==> src/rtl/rv_decode_pkg.sv <==
// Shared types and helpers for the RV32I decode stage.
// Opcodes, ALU op encoding, immediate formats and control-flag bundle.
package rv_decode_pkg;

    localparam logic [6:0] OPC_LOAD   = 7'b0000011;
    localparam logic [6:0] OPC_STORE  = 7'b0100011;
    localparam logic [6:0] OPC_OP     = 7'b0110011;
    localparam logic [6:0] OPC_OP_IMM = 7'b0010011;
    localparam logic [6:0] OPC_BRANCH = 7'b1100011;
    localparam logic [6:0] OPC_JAL    = 7'b1101111;
    localparam logic [6:0] OPC_JALR   = 7'b1100111;
    localparam logic [6:0] OPC_LUI    = 7'b0110111;
    localparam logic [6:0] OPC_AUIPC  = 7'b0010111;
    localparam logic [6:0] OPC_FENCE  = 7'b0001111;
    localparam logic [6:0] OPC_SYSTEM = 7'b1110011;

    typedef enum logic [3:0] {
        ALU_ADD    = 4'd0,
        ALU_SUB    = 4'd1,
        ALU_OR     = 4'd2,
        ALU_XOR    = 4'd3,
        ALU_AND    = 4'd4,
        ALU_SRA    = 4'd5,
        ALU_SRL    = 4'd6,
        ALU_SLL    = 4'd7,
        ALU_SLT    = 4'd8,
        ALU_SLTU   = 4'd9,
        ALU_PASSB  = 4'd10,
        ALU_MUL    = 4'd11,
        ALU_MULH   = 4'd12,
        ALU_MULHSU = 4'd13,
        ALU_MULHU  = 4'd14
    } alu_op_t;

    typedef enum logic [2:0] {
        IMM_I,
        IMM_S,
        IMM_B,
        IMM_U,
        IMM_J,
        IMM_NONE
    } imm_type_t;

    typedef struct packed {
        logic reg_write;
        logic alu_src;
        logic jump;
        logic jalr;
        logic branch;
        logic mem_read;
        logic mem_write;
        logic illegal;
    } ctrl_t;

    function automatic logic [31:0] imm32(
        input logic [31:0] i,
        input imm_type_t   t
    );
        case (t)
            IMM_I:   return {{20{i[31]}}, i[31:20]};
            IMM_S:   return {{20{i[31]}}, i[31:25], i[11:7]};
            IMM_B:   return {{19{i[31]}}, i[31], i[7],
                             i[30:25], i[11:8], 1'b0};
            IMM_U:   return {i[31:12], 12'b0};
            IMM_J:   return {{11{i[31]}}, i[31], i[19:12],
                             i[20], i[30:21], 1'b0};
            default: return 32'b0;
        endcase
    endfunction

    // Base-ISA funct3 mapping shared by OP and OP-IMM.
    function automatic alu_op_t f3_alu(input logic [2:0] f3);
        case (f3)
            3'b000:  return ALU_ADD;
            3'b001:  return ALU_SLL;
            3'b010:  return ALU_SLT;
            3'b011:  return ALU_SLTU;
            3'b100:  return ALU_XOR;
            3'b101:  return ALU_SRL;
            3'b110:  return ALU_OR;
            default: return ALU_AND;
        endcase
    endfunction

endpackage

==> src/rtl/rv_decode_if.sv <==
// Fetch-to-execute bundle around the decode stage.
// slave is the stage side; master is the fetch/execute side.
interface rv_decode_if
    import rv_decode_pkg::*;
#(
    parameter int XLEN = 32
);
    logic            in_valid;
    logic            in_ready;
    logic [31:0]     in_instr;
    logic [XLEN-1:0] in_pc;

    logic            out_valid;
    logic            out_ready;
    logic [XLEN-1:0] out_pc;
    logic [4:0]      out_rd;
    logic [4:0]      out_rs1;
    logic [4:0]      out_rs2;
    logic [2:0]      out_funct3;
    logic [XLEN-1:0] out_imm;
    alu_op_t         out_alu_op;
    logic            out_reg_write;
    logic            out_alu_src;
    logic            out_jump;
    logic            out_jalr;
    logic            out_branch;
    logic            out_mem_read;
    logic            out_mem_write;
    logic            out_illegal;

    modport slave (
        input  in_valid, in_instr, in_pc, out_ready,
        output in_ready, out_valid, out_pc,
        output out_rd, out_rs1, out_rs2, out_funct3,
        output out_imm, out_alu_op,
        output out_reg_write, out_alu_src, out_jump,
        output out_jalr, out_branch, out_mem_read,
        output out_mem_write, out_illegal
    );

    modport master (
        output in_valid, in_instr, in_pc, out_ready,
        input  in_ready, out_valid, out_pc,
        input  out_rd, out_rs1, out_rs2, out_funct3,
        input  out_imm, out_alu_op,
        input  out_reg_write, out_alu_src, out_jump,
        input  out_jalr, out_branch, out_mem_read,
        input  out_mem_write, out_illegal
    );
endinterface

==> src/rtl/rv_decode_comb.sv <==
// Combinational RV32I(+M) decoder: fields, immediate, ALU op,
// control flags, illegal detection and register-source usage.
module rv_decode_comb
    import rv_decode_pkg::*;
#(
    parameter int XLEN     = 32,
    parameter bit ENABLE_M = 1'b0
) (
    input  logic [31:0]     instr,
    output logic [4:0]      rd,
    output logic [4:0]      rs1,
    output logic [4:0]      rs2,
    output logic [2:0]      funct3,
    output logic [XLEN-1:0] imm,
    output alu_op_t         alu_op,
    output ctrl_t           ctrl,
    output logic            uses_rs1,
    output logic            uses_rs2
);
    logic [6:0] opc;
    logic [6:0] f7;
    logic [2:0] f3;
    logic [31:0] imm_w;
    imm_type_t  it;
    logic       ill;

    assign opc    = instr[6:0];
    assign f3     = instr[14:12];
    assign f7     = instr[31:25];
    assign rd     = instr[11:7];
    assign rs1    = instr[19:15];
    assign rs2    = instr[24:20];
    assign funct3 = f3;
    assign imm_w  = imm32(instr, it);
    assign imm    = XLEN'($signed(imm_w));

    always_comb begin
        alu_op   = ALU_ADD;
        it       = IMM_NONE;
        ctrl     = '0;
        uses_rs1 = 1'b0;
        uses_rs2 = 1'b0;
        ill      = 1'b0;
        unique case (1'b1)
            (opc == OPC_OP): begin
                ctrl.reg_write = 1'b1;
                uses_rs1       = 1'b1;
                uses_rs2       = 1'b1;
                unique case (1'b1)
                    (f7 == 7'b0000000):
                        alu_op = f3_alu(f3);
                    (f7 == 7'b0100000 && f3 == 3'b000):
                        alu_op = ALU_SUB;
                    (f7 == 7'b0100000 && f3 == 3'b101):
                        alu_op = ALU_SRA;
                    (f7 == 7'b0000001 && ENABLE_M && !f3[2]):
                        alu_op = alu_op_t'(4'd11 + {2'b00, f3[1:0]});
                    default:
                        ill = 1'b1;
                endcase
            end
            (opc == OPC_OP_IMM): begin
                ctrl.reg_write = 1'b1;
                ctrl.alu_src   = 1'b1;
                uses_rs1       = 1'b1;
                it             = IMM_I;
                alu_op         = f3_alu(f3);
                if (f3 == 3'b001 && f7 != 7'b0)
                    ill = 1'b1;
                if (f3 == 3'b101) begin
                    if (f7 == 7'b0100000)
                        alu_op = ALU_SRA;
                    else if (f7 != 7'b0)
                        ill = 1'b1;
                end
            end
            (opc == OPC_LOAD): begin
                ctrl.reg_write = 1'b1;
                ctrl.alu_src   = 1'b1;
                ctrl.mem_read  = 1'b1;
                uses_rs1       = 1'b1;
                it             = IMM_I;
                ill = !(f3 inside {3'b000, 3'b001, 3'b010,
                                   3'b100, 3'b101});
            end
            (opc == OPC_STORE): begin
                ctrl.alu_src   = 1'b1;
                ctrl.mem_write = 1'b1;
                uses_rs1       = 1'b1;
                uses_rs2       = 1'b1;
                it             = IMM_S;
                ill = f3[2] || (f3[1:0] == 2'b11);
            end
            (opc == OPC_BRANCH): begin
                ctrl.branch = 1'b1;
                uses_rs1    = 1'b1;
                uses_rs2    = 1'b1;
                it          = IMM_B;
                alu_op      = ALU_SUB;
                ill         = (f3[2:1] == 2'b01);
            end
            (opc == OPC_JAL): begin
                ctrl.reg_write = 1'b1;
                ctrl.jump      = 1'b1;
                it             = IMM_J;
            end
            (opc == OPC_JALR): begin
                ctrl.reg_write = 1'b1;
                ctrl.jalr      = 1'b1;
                uses_rs1       = 1'b1;
                it             = IMM_I;
                ill            = (f3 != 3'b000);
            end
            (opc == OPC_LUI): begin
                ctrl.reg_write = 1'b1;
                ctrl.alu_src   = 1'b1;
                it             = IMM_U;
                alu_op         = ALU_PASSB;
            end
            (opc == OPC_AUIPC): begin
                ctrl.reg_write = 1'b1;
                ctrl.alu_src   = 1'b1;
                it             = IMM_U;
            end
            (opc == OPC_FENCE): begin
                it = IMM_I;
            end
            (opc == OPC_SYSTEM): begin
                ill = 1'b1;
            end
            default: begin
                ill = 1'b1;
            end
        endcase
        // An illegal instruction must not cause any architectural effect.
        ctrl.illegal = ill;
        if (ill) begin
            ctrl.reg_write = 1'b0;
            ctrl.mem_read  = 1'b0;
            ctrl.mem_write = 1'b0;
            ctrl.branch    = 1'b0;
            ctrl.jump      = 1'b0;
            ctrl.jalr      = 1'b0;
        end
    end

endmodule

==> src/rtl/rv_decode_stage.sv <==
// Registered decode stage: valid/ready pipeline register, flush,
// load-use bubble insertion and a saturating bubble counter.
module rv_decode_stage
    import rv_decode_pkg::*;
#(
    parameter int XLEN     = 32,
    parameter bit ENABLE_M = 1'b0,
    parameter int CNT_W    = 32
) (
    input  logic             clk,
    input  logic             rst,
    input  logic             flush,
    rv_decode_if.slave       bus,
    output logic [CNT_W-1:0] bubble_count
);
    logic [4:0]      d_rd;
    logic [4:0]      d_rs1;
    logic [4:0]      d_rs2;
    logic [2:0]      d_f3;
    logic [XLEN-1:0] d_imm;
    alu_op_t         d_op;
    ctrl_t           d_ctrl;
    logic            d_use1;
    logic            d_use2;
    logic            hazard;
    logic            accept;

    rv_decode_comb #(
        .XLEN     (XLEN),
        .ENABLE_M (ENABLE_M)
    ) u_dec (
        .instr    (bus.in_instr),
        .rd       (d_rd),
        .rs1      (d_rs1),
        .rs2      (d_rs2),
        .funct3   (d_f3),
        .imm      (d_imm),
        .alu_op   (d_op),
        .ctrl     (d_ctrl),
        .uses_rs1 (d_use1),
        .uses_rs2 (d_use2)
    );

    // A load leaving this cycle cannot forward to its direct consumer.
    assign hazard = bus.out_valid && bus.out_ready
                 && bus.out_mem_read && (bus.out_rd != 5'd0)
                 && bus.in_valid
                 && ((d_use1 && d_rs1 == bus.out_rd)
                  || (d_use2 && d_rs2 == bus.out_rd));

    assign bus.in_ready = !rst && !flush && !hazard
                       && (!bus.out_valid || bus.out_ready);
    assign accept = bus.in_valid && bus.in_ready;

    always_ff @(posedge clk) begin
        if (rst) begin
            bus.out_valid     <= 1'b0;
            bus.out_pc        <= '0;
            bus.out_rd        <= '0;
            bus.out_rs1       <= '0;
            bus.out_rs2       <= '0;
            bus.out_funct3    <= '0;
            bus.out_imm       <= '0;
            bus.out_alu_op    <= ALU_ADD;
            bus.out_reg_write <= 1'b0;
            bus.out_alu_src   <= 1'b0;
            bus.out_jump      <= 1'b0;
            bus.out_jalr      <= 1'b0;
            bus.out_branch    <= 1'b0;
            bus.out_mem_read  <= 1'b0;
            bus.out_mem_write <= 1'b0;
            bus.out_illegal   <= 1'b0;
            bubble_count      <= '0;
        end else if (flush) begin
            bus.out_valid <= 1'b0;
        end else if (hazard) begin
            bus.out_valid <= 1'b0;
            if (bubble_count != '1)
                bubble_count <= bubble_count + CNT_W'(1);
        end else if (accept) begin
            bus.out_valid     <= 1'b1;
            bus.out_pc        <= bus.in_pc;
            bus.out_rd        <= d_rd;
            bus.out_rs1       <= d_rs1;
            bus.out_rs2       <= d_rs2;
            bus.out_funct3    <= d_f3;
            bus.out_imm       <= d_imm;
            bus.out_alu_op    <= d_op;
            bus.out_reg_write <= d_ctrl.reg_write;
            bus.out_alu_src   <= d_ctrl.alu_src;
            bus.out_jump      <= d_ctrl.jump;
            bus.out_jalr      <= d_ctrl.jalr;
            bus.out_branch    <= d_ctrl.branch;
            bus.out_mem_read  <= d_ctrl.mem_read;
            bus.out_mem_write <= d_ctrl.mem_write;
            bus.out_illegal   <= d_ctrl.illegal;
        end else if (bus.out_ready) begin
            bus.out_valid <= 1'b0;
        end
    end

endmodule
==> src/flat_wrapper.sv <==
// flat-port wrapper written by rule: the top's interface ports become plain ports
module rv_decode_stage_flat import rv_decode_pkg::*;
#(
    parameter int XLEN     = 32,
    parameter bit ENABLE_M = 1'b0,
    parameter int CNT_W    = 32
)
  (clk, rst, flush, bubble_count, bus_in_valid, bus_in_instr, bus_in_pc, bus_out_ready, bus_in_ready, bus_out_valid, bus_out_pc, bus_out_rd, bus_out_rs1, bus_out_rs2, bus_out_funct3, bus_out_imm, bus_out_alu_op, bus_out_reg_write, bus_out_alu_src, bus_out_jump, bus_out_jalr, bus_out_branch, bus_out_mem_read, bus_out_mem_write, bus_out_illegal);
  rv_decode_if #(.XLEN(XLEN)) bus_i ();
  input  logic clk;
  input  logic rst;
  input  logic flush;
  output logic [CNT_W-1:0] bubble_count;
  input wire logic [$bits(bus_i.in_valid)-1:0] bus_in_valid;
  input wire logic [$bits(bus_i.in_instr)-1:0] bus_in_instr;
  input wire logic [$bits(bus_i.in_pc)-1:0] bus_in_pc;
  input wire logic [$bits(bus_i.out_ready)-1:0] bus_out_ready;
  output wire logic [$bits(bus_i.in_ready)-1:0] bus_in_ready;
  output wire logic [$bits(bus_i.out_valid)-1:0] bus_out_valid;
  output wire logic [$bits(bus_i.out_pc)-1:0] bus_out_pc;
  output wire logic [$bits(bus_i.out_rd)-1:0] bus_out_rd;
  output wire logic [$bits(bus_i.out_rs1)-1:0] bus_out_rs1;
  output wire logic [$bits(bus_i.out_rs2)-1:0] bus_out_rs2;
  output wire logic [$bits(bus_i.out_funct3)-1:0] bus_out_funct3;
  output wire logic [$bits(bus_i.out_imm)-1:0] bus_out_imm;
  output wire logic [$bits(bus_i.out_alu_op)-1:0] bus_out_alu_op;
  output wire logic [$bits(bus_i.out_reg_write)-1:0] bus_out_reg_write;
  output wire logic [$bits(bus_i.out_alu_src)-1:0] bus_out_alu_src;
  output wire logic [$bits(bus_i.out_jump)-1:0] bus_out_jump;
  output wire logic [$bits(bus_i.out_jalr)-1:0] bus_out_jalr;
  output wire logic [$bits(bus_i.out_branch)-1:0] bus_out_branch;
  output wire logic [$bits(bus_i.out_mem_read)-1:0] bus_out_mem_read;
  output wire logic [$bits(bus_i.out_mem_write)-1:0] bus_out_mem_write;
  output wire logic [$bits(bus_i.out_illegal)-1:0] bus_out_illegal;
  assign bus_i.in_valid = bus_in_valid;
  assign bus_i.in_instr = bus_in_instr;
  assign bus_i.in_pc = bus_in_pc;
  assign bus_i.out_ready = bus_out_ready;
  assign bus_in_ready = bus_i.in_ready;
  assign bus_out_valid = bus_i.out_valid;
  assign bus_out_pc = bus_i.out_pc;
  assign bus_out_rd = bus_i.out_rd;
  assign bus_out_rs1 = bus_i.out_rs1;
  assign bus_out_rs2 = bus_i.out_rs2;
  assign bus_out_funct3 = bus_i.out_funct3;
  assign bus_out_imm = bus_i.out_imm;
  assign bus_out_alu_op = bus_i.out_alu_op;
  assign bus_out_reg_write = bus_i.out_reg_write;
  assign bus_out_alu_src = bus_i.out_alu_src;
  assign bus_out_jump = bus_i.out_jump;
  assign bus_out_jalr = bus_i.out_jalr;
  assign bus_out_branch = bus_i.out_branch;
  assign bus_out_mem_read = bus_i.out_mem_read;
  assign bus_out_mem_write = bus_i.out_mem_write;
  assign bus_out_illegal = bus_i.out_illegal;
  rv_decode_stage #(.XLEN(XLEN), .ENABLE_M(ENABLE_M), .CNT_W(CNT_W)) u_core (.clk(clk), .rst(rst), .flush(flush), .bus(bus_i), .bubble_count(bubble_count));
endmodule
==> config.mk <==
export PLATFORM = sky130hd
export DESIGN_NAME = rv_decode_stage_flat
export DESIGN_NICKNAME = d
export VERILOG_FILES = /design/src/rtl/rv_decode_pkg.sv /design/src/rtl/rv_decode_if.sv /design/src/rtl/rv_decode_comb.sv /design/src/rtl/rv_decode_stage.sv /design/src/flat_wrapper.sv
export SDC_FILE = /design/constraint.sdc
export NUM_CORES = 1
export LEC_CHECK = 0
export BUFFER_PORTS_ARGS = -buffer_cell sky130_fd_sc_hd__buf_2
export CAP_MARGIN = 0
export CORE_MARGIN = 2
export CORE_UTILIZATION = 45
export DETAILED_ROUTE_END_ITERATION = 12
export GPL_TIMING_DRIVEN = 0
export HOLD_SLACK_MARGIN = 0.02
export PLACE_DENSITY_LB_ADDON = 0.25
export SYNTH_ARGS = -nofsm -noshare
export SYNTH_HDL_FRONTEND = slang
export SYNTH_SLANG_ARGS = --single-unit
==> constraint.sdc <==
create_clock -name clk -period 2.81 [get_ports clk]
set_input_delay 0.7025 -clock clk [delete_from_list [all_inputs] [get_ports clk]]
set_output_delay 0.7025 -clock clk [all_outputs]
set_load 0.01 [all_outputs]
==> impl_results.md, run 1 <==
* Min Tclk post-route at 2760 ps
* Crit start category: input pin
* Top cell type's share of synthesized area at 42.5%
* Flop-to-flop setup slack at 270 ps
* Largest net degree at the start of global routing at 17
* Commonest non-fill, non-tap cell in the layout: buf_2
* I/O pin cnt at 197
* Primary FF master, synth: dfxtp_1
* CTS HTree Levels at 4
* Commonest cells after routing, fill and taps aside: 204 x buf_2, 122 x dfxtp_1, 86 x a21oi_1
* EDFF count, synth at 0
* Final Slew Violations at 0
* Port buffer count at 195
* Setup skew after layout at 7.78 ps
* TNS Setup at 0 ps
* DR vias at 6,327
* Synth cell types at 58
* Routed length per placed instance at 17.3 µm
* Cell Pwr Density at 550 nW/µm²
* Area growth, synth to finish at 30.6%
* GRT Resource Usage Total at 26.8%
* Grt ovf at 0
* DRC viols at 0
* Final hold viol count at 0
* Final Cycle Share at 98.3%
* Final ANT Viol Nets at 0
* Unrepaired setup endpoints after global routing: yes
* Final setup vio count at 0
* Die X at 119 µm
* Hpwl dp at 13.8 mm
* R2R cell count at 9
* Share of cells above drive strength 1 at 28.8%
* Inserted Diodes at 0
* Hold Path Stages at 2
* Hold WC Path Type: register to register
* First-iteration detailed-routing DRC count at 551
* Area contributors post-synth: dfxtp_1 42%, a21oi_1 7.3%, o21ai_0 5.9%
* Number of global-route vias before repair at 5,808
* Die Area at 14,200 µm²
* Gp weighted congestion at 0.938
* Clock-pin slew on the worst setup and hold paths at 50 ps
* Clock latency at the later pin of the worst-skew pair at 420 ps
* Hold buffer count at cts at 0
* Type of destination of the critical path: primary output
* Drt pass-1 iters at 5
* Crit Path Class: input pin to primary output
* Initial antenna violation count at 0
* Min-delay src: u_core.bus.out_imm[6]$_SDFFE_PP0P_
* Syn_nets at 785
* WHS Endpoint: u_core.bus.out_imm[6]$_SDFFE_PP0P_
* Mapped Area at 5980 µm²
* CP arrival at 2060 ps
* Longest Clk Path Bufs at 2
* Synthesized area per cell at 8.37 µm²
* Upper clock frequency limit at 0.362 GHz
* CP max FO at 3
* First-pass GRT wire length at 30.1 mm
* Net count, final at 1,002
* Initial Utilization at 45.6%
* Status: finished clean
* TritonCTS sink count at 127
* Actual slew at the worst max-slew pin at 844 ps
* Sequential-to-total area share from yosys stat at 42.5%
* Synth warn at 0
* Dpl ws at -378 ps
* Die H at 119 µm
* Core Area at 13,100 µm²
* Number of buffers created by CTS at 17
* Reg2reg start: u_core.bubble_count[1]$_SDFFE_PP0P_
* Crit path required time at 2110 ps
* Final WL at 19.3 mm
* Cells after Synth at 715
* Routed vias/inst at 5.65
* Async SR Flop Fraction at 0%
* Yosys top cell by area: dfxtp_1
* CTS tree: done
* Synthesized flop and latch total at 127
* Lkg Pwr at 3.36 nW
* Worst rel slew slack at 43.5%
* FP Rows at 42
* Clk root buf: clkbuf_16
* Reg2Reg Capture Point: u_core.bubble_count[1]$_SDFFE_PP0P_
* Final WS setup at 48.5 ps
* VDD IR-drop max at 419 µV
* # Max-Cap Violations at 0
## state kept, by name (all words and copies together), names as in the netlist, 3 cells and up
signal	cells
u_core.bus.out_rs1	5
u_core.bus.out_pc	32
u_core.bus.out_alu_op	4
u_core.bus.out_funct3	3
u_core.bus.out_rd	5
u_core.bus.out_imm	32
u_core.bus.out_rs2	5
u_core.bubble_count	32
## routing by layer
| layer | global-route usage [%] | share of wire, % |
|---|---|---|
| met4 | 8.09 | 1.5 |
| met3 | 8.86 | 8.9 |
| met2 | 42.4 | 45 |
| met1 | 34.7 | 44 |
| met5 | 0 | 0 |
## layout make-up
| cell class | instances | area (µm²) |
|---|---|---|
| inverters | 8 | 30.0 |
| well taps | 176 | 220 |
| clock inverters | 9 | 95.1 |
| multi-input cells | 520 | 3200 |
| repair buffers | 199 | 1010 |
| plain buffers | 59 | 260 |
| clock buffers | 21 | 440 |
| flip-flops and latches | 127 | 2560 |
| fillers | 1229 | 5320 |
## how the worst max path moves through the flow
stage | from | end | cells after the start
5_1_grt | bus_in_instr[2] | bus_in_ready | 8
3_3_place_gp | bus_in_instr[17] | bus_in_ready | 9
6_report | bus_in_instr[15] | bus_in_ready | 8
2_1_floorplan | bus_in_instr[1] | bus_in_ready | 7
4_1_cts | u_core.bubble_count[0]$_SDFFE_PP0P_ | u_core.bubble_count[1]$_SDFFE_PP0P_ | 9
3_5_place_dp | bus_in_instr[6] | bus_in_ready | 9
## worst max-delay path, stage by stage
cell	delay, ps
buf_2	120
xor2_1	190
nor4_2	80
and3_1	210
o21a_4	200
or3_4	340
nor2_4	90
buf_6	110
## power by group
part	internal, W	switching (W)
Sequential	0.00184	0.0000241
Clock	0.00128	0.000770
Combinational	0.000145	0.000238
Total	0.00327	0.00103
## metrics by stage
step           hold slack (ps)  total power (W)  instance area, µm²  utilization [%]  std cells
6_report                   453          0.00430                7820             59.5       1119
5_1_grt                    469          0.00445                7820             59.5       1119
4_1_cts                    455          0.00432                7780             59.2       1119
3_5_place_dp               448          0.00227                7180             54.7       1086
3_3_place_gp               441          0.00227                7180             54.7       1086
2_1_floorplan              479          0.00210                5980                -        715
## synthesized netlist by cell type (9+ instances only)
cell,count
or3_1,16
nor4_1,10
a22o_1,35
dfxtp_1,127
nand4_1,9
buf_2,11
a21oi_1,87
nor2_1,33
nand3_1,68
a21o_1,20
clkbuf_1,42
nand2b_1,9
nor3_1,15
o21ai_0,71
nand2_1,36
## repair_timing
| item | CTS | global route |
|---|---|---|
| setup buffers | 4 | 0 |
| cloned | 0 | 0 |
| setup endpoints to repair | 1 | 43 |
| gates resized for setup | 16 | 7 |
| endpoints found under the hold margin | 0 | 0 |
| pin swaps | 7 | 5 |
## logic make-up after synthesis
kind of cell | Yosys count | share of synthesized area, %
compound gates | 258 | 26.9
xor+xnor | 12 | 1.76
buf+inv | 68 | 5.00
mux | 13 | 2.28
fa+ha+maj | 1 | 0.209
flops | 127 | 42.5
simple gates | 236 | 21.3
(Power assumes the default switching activity.)
==> run 2: changes to the inputs <==
RECOVER_POWER = 25   (was default)
clock period = 3.45 ns   (was 2.81 ns; I/O delays follow)
==> impl_results.md, run 2 (same netlist as run 1, synthesis figures left out) <==
* Type of destination of the critical path: primary output (unchanged)
* CTS HTree Levels at 4 (unchanged)
* Final Slew Violations at 0 (unchanged)
* Min-delay src: u_core.bus.out_imm[6]$_SDFFE_PP0P_ (unchanged)
* Fill cell count at 1,270 (was 1,229)
* GRT Resource Usage Total at 26.6% (was 26.8%)
* Utilization after layout at 58.3% (was 59.5%)
* Number of buffers created by CTS at 17 (unchanged)
* Routed length per placed instance at 17.2 µm (was 17.3 µm)
* Routed vias/inst at 5.70 (was 5.65)
* Actual slew at the worst max-slew pin at 826 ps (was 844 ps)
* Inserted Diodes at 0 (unchanged)
* TritonCTS sink count at 127 (unchanged)
* CP arrival at 2500 ps (was 2060 ps)
* FP Rows at 42 (unchanged)
* Commonest cells after routing, fill and taps aside: 143 x buf_2, 127 x dfxtp_1, 109 x clkbuf_1 (was 204 x buf_2, 122 x dfxtp_1, 86 x a21oi_1)
* Crit path required time at 2590 ps (was 2110 ps)
* Final hold viol count at 0 (unchanged)
* Final ANT Viol Nets at 0 (unchanged)
* First-iteration detailed-routing DRC count at 491 (was 551)
* Reg2reg start: u_core.bubble_count[0]$_SDFFE_PP0P_ (was u_core.bubble_count[1]$_SDFFE_PP0P_)
* Hold WC Path Type: register to register (unchanged)
* Hpwl dp at 13.8 mm (unchanged)
* Share of cells above drive strength 1 at 20.8% (was 28.8%)
* Flop-to-flop setup slack at 600 ps (was 270 ps)
* CTS tree: done (unchanged)
* Final setup vio count at 0 (unchanged)
* Commonest non-fill, non-tap cell in the layout: buf_2 (unchanged)
* Drt pass-1 iters at 5 (unchanged)
* CP Launch Point: bus_in_instr[19] (was bus_in_instr[15])
* Final Cycle Share at 97.4%
* Status: finished clean (unchanged)
* # Max-Cap Violations at 0 (unchanged)
* Die Area at 14,200 µm² (unchanged)
* Largest net degree at the start of global routing at 17 (unchanged)
* Crit Path Class: input pin to primary output (unchanged)
* Worst rel slew slack at 44.5% (was 43.5%)
* Initial antenna violation count at 0 (unchanged)
* Initial Utilization at 45.6% (unchanged)
* DRC viols at 0 (unchanged)
* Area of placed instances at 7180 µm² (unchanged)
* TNS Setup at 0 ps (unchanged)
* Longest Clk Path Bufs at 2 (unchanged)
* Net count, final at 1,000 (was 1,002)
* Min Tclk post-route at 3360 ps
* Lkg Pwr at 3.06 nW (was 3.36 nW)
* Grt ovf at 0 (unchanged)
* Die X at 119 µm (unchanged)
* VDD IR-drop max at 341 µV (was 419 µV)
* Clk root buf: clkbuf_16 (unchanged)
* Placed cells at 1,086 (unchanged)
* Die H at 119 µm (unchanged)
* Clock-pin slew on the worst setup and hold paths at 50 ps (about the same)
* Unrepaired setup endpoints after global routing: no (was yes)
* Crit start category: input pin (unchanged)
* Post-route cell area at 7660 µm² (was 7820 µm²)
* Layout Cells excl Fill at 1,117 (was 1,119)
* Hold buffer count at cts at 0 (unchanged)
* Area growth, synth to finish at 28.0% (was 30.6%)
* Cell Pwr Density at 456 nW/µm² (was 550 nW/µm²)
* Upper clock frequency limit at 0.298 GHz
* I/O pin cnt at 197 (unchanged)
* Setup skew after layout at 9.07 ps (was 7.78 ps)
* DR vias at 6,363 (was 6,327)
* Clock latency at the later pin of the worst-skew pair at 420 ps (about the same)
* Core Area at 13,100 µm² (unchanged)
* Port buffer count at 195 (unchanged)
* Number of global-route vias before repair at 5,782 (was 5,808)
* Final WL at 19.3 mm (about the same)
* First-pass GRT wire length at 30.0 mm (was 30.1 mm)
* CP max FO at 10 (was 3)
* Gp weighted congestion at 0.938 (unchanged)
* Largest regs: u_core.bubble_count (32), u_core.bus.out_imm (32), u_core.bus.out_pc (32) (unchanged)
-- run 2: cell count changes in the layout (fill, tap and decap cells not counted), sizes merged --
cell	change
clkbuf	+63
buf	-65
-- run 2: critical path, stage by stage --
cell	delay (ps)
buf_2	130
xor2_1	190
nor4_2	70
and3_1	220
o21a_4	260
buf_6	160
or3_1	330
nor2_1	120
buf_2	160
-- run 2: final timing paths --
check,endpoint,cells past startpoint
max,bus_in_ready,9
min,u_core.bus.out_imm[6]$_SDFFE_PP0P_,2
min reg2reg,u_core.bus.out_imm[6]$_SDFFE_PP0P_,2
max reg2reg,u_core.bubble_count[1]$_SDFFE_PP0P_,9
-- run 2: timing repair --
action / in CTS / in global routing
resized for setup: 1 / 3
pin swaps: 1 / 1
endpoints found under the setup margin: 1 / 1
setup buffers: 1 / 0
-- run 2: power breakdown --
group | internal, W | switching (W)
combinational | 0.000110 | 0.000193
sequential | 0.00150 | 0.0000197
clock | 0.00104 | 0.000631
total | 0.00265 | 0.000843
-- run 2: cell type report --
| type | instances | area [µm²] | share of cell area (%) |
|---|---|---|---|
| tap | 176 | 220 | 2.87 |
| multi-input combinational | 520 | 3160 | 41.2 |
| clock buffer | 21 | 440 | 5.75 |
| sequential | 127 | 2540 | 33.2 |
| timing repair buffer | 196 | 905 | 11.8 |
| clock inverter | 9 | 95.1 | 1.24 |
| inverter | 8 | 30.0 | 0.392 |
| buffer | 60 | 269 | 3.51 |
-- run 2: metal layers --
layer / global-route usage [%] / share of wire [%] / vias up
met5: 0 / 0 / -
met4: 8.38 / 1.6 / 0
met3: 9.10 / 9.4 / 32
met2: 41.9 / 45 / 282
met1: 34.3 / 44 / 2965
li1: - / - / 3084
-- run 2: per-stage QoR --
step	worst slack [ps]	power [W]	hold slack [ps]
floorplan	421	0.00171	479
global placement	-57.7	0.00185	441
detailed placement	-58.0	0.00185	448
CTS	26.5	0.00351	455
global route	4.33	0.00362	472
finish	90.6	0.00350	454
==> run 3: changes to the inputs <==
ABC_AREA = 1   (was default)
==> impl_results.md, run 3 <==
* Final hold slack at 461 ps (was 454 ps)
* Final WL at 19.3 mm (about the same)
* Upper clock frequency limit at 0.333 GHz (was 0.298 GHz)
* VDD IR-drop max at 347 µV (was 341 µV)
* Synth warn at 0 (unchanged)
* Flop pwr share at 41.5% (was 43.5%)
* Cells after Synth at 929 (was 715)
* Clk root buf: clkbuf_16 (unchanged)
* Clk pwr share at 51.4% (was 47.9%)
* Setup skew after layout at 8.16 ps (was 9.07 ps)
* Crit Path Class: input pin to primary output (unchanged)
* Most used cell, CP: nand2_1 (was buf_2)
* Initial Utilization at 45.8% (was 45.6%)
* Max incr delay on CP at 340 ps (was 330 ps)
* Hpwl dp at 14.6 mm (was 13.8 mm)
* Inserted Diodes at 0 (unchanged)
* Number of buffers created by CTS at 17 (unchanged)
* Area growth, synth to finish at 27.4% (was 28.0%)
* Initial antenna violation count at 1 (was 0)
* Primary FF master, synth: dfxtp_1 (unchanged)
* Final Slew Violations at 0 (unchanged)
* Fill cell count at 1,392 (was 1,270)
* Area of the multi-input gates at 3290 µm² (was 3160 µm²)
* Largest net degree at the start of global routing at 17 (unchanged)
* Grt ovf at 0 (unchanged)
* GRT Resource Usage Total at 25.8% (was 26.6%)
* CTS HTree Levels at 4 (unchanged)
* Clock latency at the later pin of the worst-skew pair at 420 ps (about the same)
* Slowest CP cell: nor2_1 (was or3_1)
* Commonest non-fill, non-tap cell in the layout: nand2_1 (was buf_2)
* Final hold viol count at 0 (unchanged)
* Int Pwr at 0.00279 W (was 0.00265 W)
* Longest Clk Path Bufs at 2 (unchanged)
* Area contributors post-synth: dfxtp_1 40%, nand2_1 21%, a21oi_1 9.6% (was dfxtp_1 42%, a21oi_1 7.3%, o21ai_0 5.9%)
* Resized cells post-CTS at 0 (was 1)
* EDFF count, synth at 0 (unchanged)
* Die H at 123 µm (was 119 µm)
* DRC viols at 0 (unchanged)
* Final Cycle Share at 87.0% (was 97.4%)
* Synth cell types at 35 (was 58)
* Async SR Flop Fraction at 0% (unchanged)
* Largest regs: u_core.bubble_count (32), u_core.bus.out_imm (32), u_core.bus.out_pc (32) (unchanged)
* Min Tclk post-route at 3000 ps (was 3360 ps)
* Comb power frac at 7.1% (was 8.7%)
* First-iteration detailed-routing DRC count at 412 (was 491)
* Synthesized flop and latch total at 127 (unchanged)
* NetSw at 0.000836 W (was 0.000843 W)
* Lkg Pwr at 3.39 nW (was 3.06 nW)
* Final setup vio count at 0 (unchanged)
* Placed cells at 1,303 (was 1,086)
* Share of cells above drive strength 1 at 19.6% (was 20.8%)
* Synth cell count leaders: 351 x nand2_1, 127 x dfxtp_1, 121 x a21oi_1, 59 x nor2_1, 54 x inv_1 (was 127 x dfxtp_1, 87 x a21oi_1, 71 x o21ai_0, 68 x nand3_1, 42 x clkbuf_1)
* Critical path, cell by cell: buf_2 > nand2_1 > nor2_1 > nand2_2 > nand3_1 > nand2_1 > nand2_1 > nand2_2 > nand3_2 > inv_1 > buf_2 (was buf_2 > xor2_1 > nor4_2 > and3_1 > o21a_4 > buf_6 > or3_1 > nor2_1 > buf_2)
* Status: finished clean (unchanged)
* Routed vias/inst at 5.07 (was 5.70)
* Cell Pwr Density at 450 nW/µm² (was 456 nW/µm²)
* CTS tree: done (unchanged)
* Worst rel slew slack at 49.8% (was 44.5%)
* Clock-pin slew on the worst setup and hold paths at 50 ps (about the same)
* Total Power at 0.00363 W (was 0.00350 W)
* TritonCTS sink count at 127 (unchanged)
* Die X at 123 µm (was 119 µm)
* Unrepaired setup endpoints after global routing: no (unchanged)
* Routed length per placed instance at 14.5 µm (was 17.2 µm)
* CP max FO at 5 (was 10)
* Drt pass-1 iters at 5 (unchanged)
* Crit start category: input pin (unchanged)
* Actual slew at the worst max-slew pin at 754 ps (was 826 ps)
* FP Rows at 43 (was 42)
* Net count, final at 1,212 (was 1,000)
* Hold buffer count at cts at 0 (unchanged)
* Die Area at 15,000 µm² (was 14,200 µm²)
* Hold WC Path Type: register to register (unchanged)
* Syn_nets at 999 (was 785)
* Final ANT Viol Nets at 0 (unchanged)
* Top cell type's share of synthesized area at 40.2% (was 42.5%)
* # Max-Cap Violations at 0 (unchanged)
* Type of destination of the critical path: primary output (unchanged)
* Number of global-route vias before repair at 6,063 (was 5,782)
* Mapped Area at 6330 µm² (was 5980 µm²)
* I/O pin cnt at 197 (unchanged)
* Gp weighted congestion at 0.953 (was 0.938)
* Layout Cells excl Fill at 1,335 (was 1,117)
* First-pass GRT wire length at 30.0 mm (about the same)
* Core Area at 13,800 µm² (was 13,100 µm²)
* Switching Share at 23.0% (was 24.1%)
* Post-CTS setup repair buffer count at 0 (was 1)
* Crit path required time at 2590 ps (about the same)
* DR vias at 6,766 (was 6,363)
* Yosys top cell by area: dfxtp_1 (unchanged)
* Storage element area at 2540 µm² (unchanged)
* Count leader, synth: nand2_1 (was dfxtp_1)
* Commonest cells after routing, fill and taps aside: 351 x nand2_1, 142 x buf_2, 127 x dfxtp_1 (was 143 x buf_2, 127 x dfxtp_1, 109 x clkbuf_1)
* Sequential-to-total area share from yosys stat at 40.2% (was 42.5%)
* TNS Setup at 0 ps (unchanged)
* CP arrival at 2140 ps (was 2500 ps)
* Port buffer count at 194 (was 195)
* Synthesized area per cell at 6.81 µm² (was 8.37 µm²)
==> run 3: logic make-up after synthesis <==
kind of cell | count (synthesis) | synth area share [%]
compound gates | 157 | 13.9
xor+xnor | 36 | 4.98
fa+ha+maj | 1 | 0.198
buf+inv | 106 | 7.83
flops | 127 | 40.2
simple gates | 502 | 33.0
==> run 3: layer usage <==
metal  vias up  track usage, %  part of all wire [%]
met5         -               0                 0.078
met4         2            8.84                   1.8
met3        28            7.85                   8.9
met2       282            40.1                    46
met1      3032            34.0                    43
li1       3422               -                     -
==> run 3: path summary, 6_finish.rpt <==
check | start | end | slack (ps) | depth (start not counted)
hold reg to reg | u_core.bus.out_imm[18]$_SDFFE_PP0P_ | u_core.bus.out_imm[18]$_SDFFE_PP0P_ | 460 | 2
setup reg to reg | u_core.bubble_count[5]$_SDFFE_PP0P_ | u_core.bubble_count[14]$_SDFFE_PP0P_ | 1310 | 11
setup / recovery | bus_in_instr[1] | bus_in_ready | 450 | 11
hold / removal | u_core.bus.out_imm[18]$_SDFFE_PP0P_ | u_core.bus.out_imm[18]$_SDFFE_PP0P_ | 460 | 2
==> run 3: power by group through the flow <==
stage | combinational, W | clock, W | sequential, W
after floorplan | 0.000129 | 0 | 0.00155
after global placement | 0.000257 | 0 | 0.00154
after detailed placement | 0.000258 | 0 | 0.00154
after CTS | 0.000259 | 0.00189 | 0.00150
after global routing | 0.000284 | 0.00196 | 0.00151
final | 0.000256 | 0.00186 | 0.00151
==> run 3: critical path: cells and delay by family <==
kind | cells | cell delay (ps)
buffers and inverters | 3 | 240
and+or+nand+nor | 8 | 1020
==> run 3: stage by stage <==
stage / utilization [%] / worst slack, ps / cell area [µm²]
floorplan: - / 885 / 6330
global placement: 54.4 / 419 / 7530
detailed placement: 54.4 / 442 / 7530
CTS: 58.9 / 434 / 8150
global route: 58.3 / 266 / 8070
finish: 58.3 / 449 / 8070
==> run 3: final cells by class <==
class	instances	share of cell area [%]
inverters	58	2.71
plain buffers	48	3.43
well taps	180	2.79
repair buffers	194	11.1
clock buffers	22	6.00
clock inverters	10	1.66
multi-input cells	696	40.8
flip-flops and latches	127	31.5
